[src/rtl/lc3_mem_access.sv]
// LC3 memory-access stage: performs the data-memory transaction for LD/LDR/LDI/ST/STR/STI
// over a req/ready handshake with a wait-state timeout, and forwards ALU results for
// non-memory instructions. Indirect forms make a pointer read followed by the final access.
module lc3_mem_access #(
    parameter int unsigned WAIT_LIMIT = 15,
    parameter int unsigned DATA_W     = 16
) (
    input  logic              clock,
    input  logic              reset,
    input  logic              start,
    input  logic              Mem_Control_in,
    input  logic [DATA_W-1:0] IR_Exec,
    input  logic [DATA_W-1:0] pcout,
    input  logic [DATA_W-1:0] aluout,
    input  logic [DATA_W-1:0] M_Data,
    input  logic [1:0]        W_Control_in,
    input  logic [DATA_W-1:0] Data_dout,
    input  logic              Data_ready,
    output logic              Data_req,
    output logic              Data_rd,
    output logic [DATA_W-1:0] Data_addr,
    output logic [DATA_W-1:0] Data_din,
    output logic [DATA_W-1:0] memout,
    output logic              mem_done,
    output logic              mem_err,
    output logic              busy,
    output logic [1:0]        W_Control_out
);

    localparam int unsigned CNT_W    = (WAIT_LIMIT > 1) ? $clog2(WAIT_LIMIT + 1) : 1;
    // Value of the counter during the last permitted wait cycle.
    localparam int unsigned WAIT_MAX = (WAIT_LIMIT > 0) ? WAIT_LIMIT - 1 : 0;

    typedef enum logic [1:0] {
        StIdle,
        StPtr,
        StAcc,
        StDone
    } state_t;

    state_t           state;
    logic [CNT_W-1:0] wait_cnt;
    logic             ind_q;
    logic             wr_q;

    logic [3:0] opcode;
    logic       is_read;
    logic       is_write;
    logic       is_ind;

    // Opcode decode of the instruction presented with start.
    always_comb begin
        opcode   = IR_Exec[DATA_W-1 -: 4];
        is_read  = 1'b0;
        is_write = 1'b0;
        is_ind   = 1'b0;
        unique case (opcode)
            4'b0010, 4'b0110: is_read = 1'b1;
            4'b1010: begin
                is_read = 1'b1;
                is_ind  = 1'b1;
            end
            4'b0011, 4'b0111: is_write = 1'b1;
            4'b1011: begin
                is_write = 1'b1;
                is_ind   = 1'b1;
            end
            default: ;
        endcase
    end

    // Transaction FSM with registered handshake and completion outputs.
    always_ff @(posedge clock) begin
        if (!reset) begin
            state         <= StIdle;
            wait_cnt      <= '0;
            ind_q         <= 1'b0;
            wr_q          <= 1'b0;
            Data_req      <= 1'b0;
            Data_rd       <= 1'b1;
            Data_addr     <= '0;
            Data_din      <= '0;
            memout        <= '0;
            mem_done      <= 1'b0;
            mem_err       <= 1'b0;
            busy          <= 1'b0;
            W_Control_out <= 2'b00;
        end else begin
            mem_done <= 1'b0;
            mem_err  <= 1'b0;
            unique case (state)
                StIdle: begin
                    if (start) begin
                        busy          <= 1'b1;
                        W_Control_out <= W_Control_in;
                        if (Mem_Control_in && (is_read || is_write)) begin
                            Data_req  <= 1'b1;
                            Data_addr <= pcout;
                            Data_din  <= M_Data;
                            // Pointer fetch of an indirect access is always a read.
                            Data_rd   <= is_ind | is_read;
                            ind_q     <= is_ind;
                            wr_q      <= is_write;
                            wait_cnt  <= '0;
                            state     <= is_ind ? StPtr : StAcc;
                        end else begin
                            memout   <= aluout;
                            mem_done <= 1'b1;
                            state    <= StDone;
                        end
                    end
                end
                StPtr: begin
                    if (Data_ready) begin
                        // Data_req stays high: the final access follows with no gap.
                        Data_addr <= Data_dout;
                        Data_rd   <= ~wr_q;
                        wait_cnt  <= '0;
                        state     <= StAcc;
                    end else if (wait_cnt == CNT_W'(WAIT_MAX)) begin
                        Data_req <= 1'b0;
                        memout   <= '0;
                        mem_done <= 1'b1;
                        mem_err  <= 1'b1;
                        state    <= StDone;
                    end else begin
                        wait_cnt <= wait_cnt + CNT_W'(1);
                    end
                end
                StAcc: begin
                    if (Data_ready) begin
                        Data_req <= 1'b0;
                        if (!wr_q) begin
                            memout <= Data_dout;
                        end
                        mem_done <= 1'b1;
                        state    <= StDone;
                    end else if (wait_cnt == CNT_W'(WAIT_MAX)) begin
                        Data_req <= 1'b0;
                        memout   <= '0;
                        mem_done <= 1'b1;
                        mem_err  <= 1'b1;
                        state    <= StDone;
                    end else begin
                        wait_cnt <= wait_cnt + CNT_W'(1);
                    end
                end
                StDone: begin
                    busy  <= 1'b0;
                    ind_q <= 1'b0;
                    state <= StIdle;
                end
                default: state <= StIdle;
            endcase
        end
    end

endmodule
[config.mk]
export PLATFORM = sky130hd
export DESIGN_NAME = lc3_mem_access
export DESIGN_NICKNAME = d
export VERILOG_FILES = /design/src/rtl/lc3_mem_access.sv
export SDC_FILE = /design/constraint.sdc
export NUM_CORES = 1
export LEC_CHECK = 0
export CELL_PAD_IN_SITES_DETAIL_PLACEMENT = 0
export CELL_PAD_IN_SITES_GLOBAL_PLACEMENT = 1
export CORE_ASPECT_RATIO = 0.6
export CORE_MARGIN = 10
export CORE_UTILIZATION = 29
export CTS_CLUSTER_DIAMETER = 120
export CTS_CLUSTER_SIZE = 25
export DETAILED_ROUTE_END_ITERATION = 16
export PLACE_DENSITY_LB_ADDON = 0.25
export SYNTH_ARGS = -nofsm -noshare
export SYNTH_HDL_FRONTEND = slang
export SYNTH_SLANG_ARGS = --single-unit
[constraint.sdc]
create_clock -name clock -period 2.7 [get_ports clock]
set_clock_uncertainty 0.1 [all_clocks]
set_input_delay 0.54 -clock clock [delete_from_list [all_inputs] [get_ports clock]]
set_output_delay 0.54 -clock clock [all_outputs]
set_load 0.03 [all_outputs]
==> impl_metrics.toml <==
[clock_tree]
cts_tree = "done"
clockBufferDepth = 2
clock-root-buffer = "clkbuf_16"
ctsHoldBuffers = 0
clock_latency_ns = 0.33
clock_sinks = 62
htree_levels = 3
cts.repair.resized = 0
clk_pin_slew_ns = 0.05
cts_setup_buffers = 0
cts_buffers = 9

[die]
die_width_um = 151
start_util_pct = 29.9
pin_count = 142
dieHeight_um = 98.5
rows = 28
core-area_sq_um = 9950
dieArea_sq_um = 14900

[timing]
final_max_slew_viol_count = 0
setup_viol = 0
finalSetupTns_ns = 0
tightest_slew_ns = 0.832
rsz0062_at_grt = "false"
period_needed_ns = 2.14
max_slew_margin_pct = 44.4
timing.fmax_mhz = 466
timing.final.crit_share_pct = 79.4
report.final.hold_viol_count = 0

[power]
power.share.combinational_pct = 52.8
seq_power_share_pct = 24.5
leakagePower_nw = 1.70
swShare_pct = 41.7
p_clk_share_pct = 22.7
irDropWorstVdd_mv = 0.466
power_density_nw_per_um2 = 1160
switchingPower_mw = 2.30
p_int_mw = 3.22

[logic_synthesis]
synth_area_per_cell_sq_um = 8.79
synth-seq-area-share_pct = 41.7
synthArstFlopShare_pct = 0
synth_edf_count = 0
synthFlopType = "dfxtp_1"
synth.ff_latch_count = 62
netlist_instances = 339
synth_nets = 432
ys_warn_count = 0
synth_cell_type_count = 48
synth_area_sq_um = 2980

[place]
dpl.cell_count = 593
gp_congestion = 0.830
portBuffers = 129
dpl_cell_area_sq_um = 4430
hpwl_um = 8090

[route]
drtAntennaViolNets = 0
wl_per_cell_um = 17.2
via_count = 2931
drt_drc_violations_left = 0
dr.pass1.iters = 4
first_iter_violations = 118
via_per_inst = 4.81
drt-total-wl_um = 10500

[layout]
nets = 562
layout_commonest_cell = "clkdlybuf4s50_1"
multiInputGateArea_sq_um = 1580
drive_above_1_share_pct = 11.0
antenna_cells = 0
final_cells = 609
area_growth_pct = 59.7
seq_area_sq_um = 1240
final_cell_mix = "clkdlybuf4s50_1, dfxtp_1, nand2_1, a21oi_1, nor2b_1"
fin_area_sq_um = 4760
nFillCells = 962

[worst_setup_path]
crit_type = "reg2reg"
worstPathArrival_ns = 2.26
end_kind = "flip-flop"
crit_path_start_kind = "flip-flop"
worstPathMaxFanout = 17
crit_required_ns = 2.82

[grt]
grt_max_degree = 26
gr-usage-all-layers_pct = 14.2
grt_pass1_vias = 3079
grt_pass1_wl_um = 16800
antenna_found_initial = 0
gr-total-overflow = 0

[outcome]
status = "finished, final reports clean"

[min_path]
hold_class = "reg2reg"

[flow_run]
drv_cap = 0
-- synth_stat cells, types with 2 or more instances --
master	number	area (sq um)
a2111oi_0	2	17.5
a211oi_1	16	120
a21oi_1	58	290
a31oi_1	2	12.5
and3_1	4	25.0
buf_2	12	60.1
buf_6	3	33.8
clkbuf_1	9	33.8
dfxtp_1	62	1240
ha_1	6	75.1
inv_1	5	18.8
mux2i_1	16	160
nand2_1	59	221
nand2b_1	2	12.5
nand3_1	4	20.0
nor2_1	3	11.3
nor2b_1	18	113
nor3_1	5	25.0
o211a_1	2	20.0
o21a_1	3	22.5
o21ai_1	2	10.0
o22ai_1	8	50.1
o22ai_2	10	125
o31ai_1	2	15.0
o32ai_1	2	17.5
or3_1	2	12.5
-- power groups by stage --
stage | combinational (mW) | clock [mW] | sequential [mW]
global route | 3.16 | 1.33 | 1.39
global placement | 2.91 | 0 | 1.36
detailed placement | 2.93 | 0 | 1.37
finish | 2.91 | 1.26 | 1.35
floorplan | 1.36 | 0 | 1.86
CTS | 2.94 | 1.29 | 1.35
-- final timing paths --
kind         slack [ns]      endpoint  cells past startpoint          from
max                0.56   Data_din[0]                      6      state[1]
min                0.35  Data_din[14]                      2  Data_din[14]
max reg2reg        0.56   Data_din[0]                      6      state[1]
min reg2reg        0.35  Data_din[14]                      2  Data_din[14]
-- state kept, by name, summed over array words and instances, names as in the netlist, 2 cells and up --
signal,flops
Data_din,16
Data_addr,16
wait_cnt,4
state,2
W_Control_out,2
memout,16
-- cell type report --
class / instances / area share [%]
Clock buffer: 10 / 5.02
Clock inverter: 6 / 1.79
Inverter: 6 / 0.473
Multi-Input combinational cell: 246 / 33.3
Sequential cell: 62 / 26.1
Tap cell: 135 / 3.55
Timing Repair Buffer: 144 / 29.8
-- critical path, stage by stage (launching register included) --
cell and delay, ns:
dfxtp_1 0.36, inv_1 0.10, ha_1 0.52, nand2_2 0.10
or3_1 0.60, nand2_1 0.17, a21oi_1 0.07
-- layer usage --
layer	vias up	track usage (%)	share of wire, %
met5	-	0	0
met4	0	3.61	0.92
met3	13	6.03	7.3
met2	75	21.8	45
met1	1367	17.9	47
li1	1476	-	-
-- stage by stage --
stage	util (%)	setup slack, ns	power (mW)	hold WS, ns
3_3_place_gp	44.6	0.265	4.26	0.342
3_5_place_dp	44.6	0.231	4.30	0.346
2_1_floorplan	-	0.815	3.22	0.359
4_1_cts	47.8	0.552	5.58	0.353
6_report	47.8	0.556	5.52	0.352
5_1_grt	47.8	0.318	5.88	0.372
-- cells by family after synthesis --
| logic type | count (synthesis) | synth area share (%) |
|---|---|---|
| AO/OA/AOI/OAI | 118 | 27.7 |
| AND/OR/NAND/NOR | 105 | 17.2 |
| flip-flops | 62 | 41.7 |
| buffers and inverters | 31 | 5.17 |
| multiplexers | 17 | 5.75 |
| adder cells (fa/ha/maj) | 6 | 2.52 |
(Power assumes the default switching activity.)
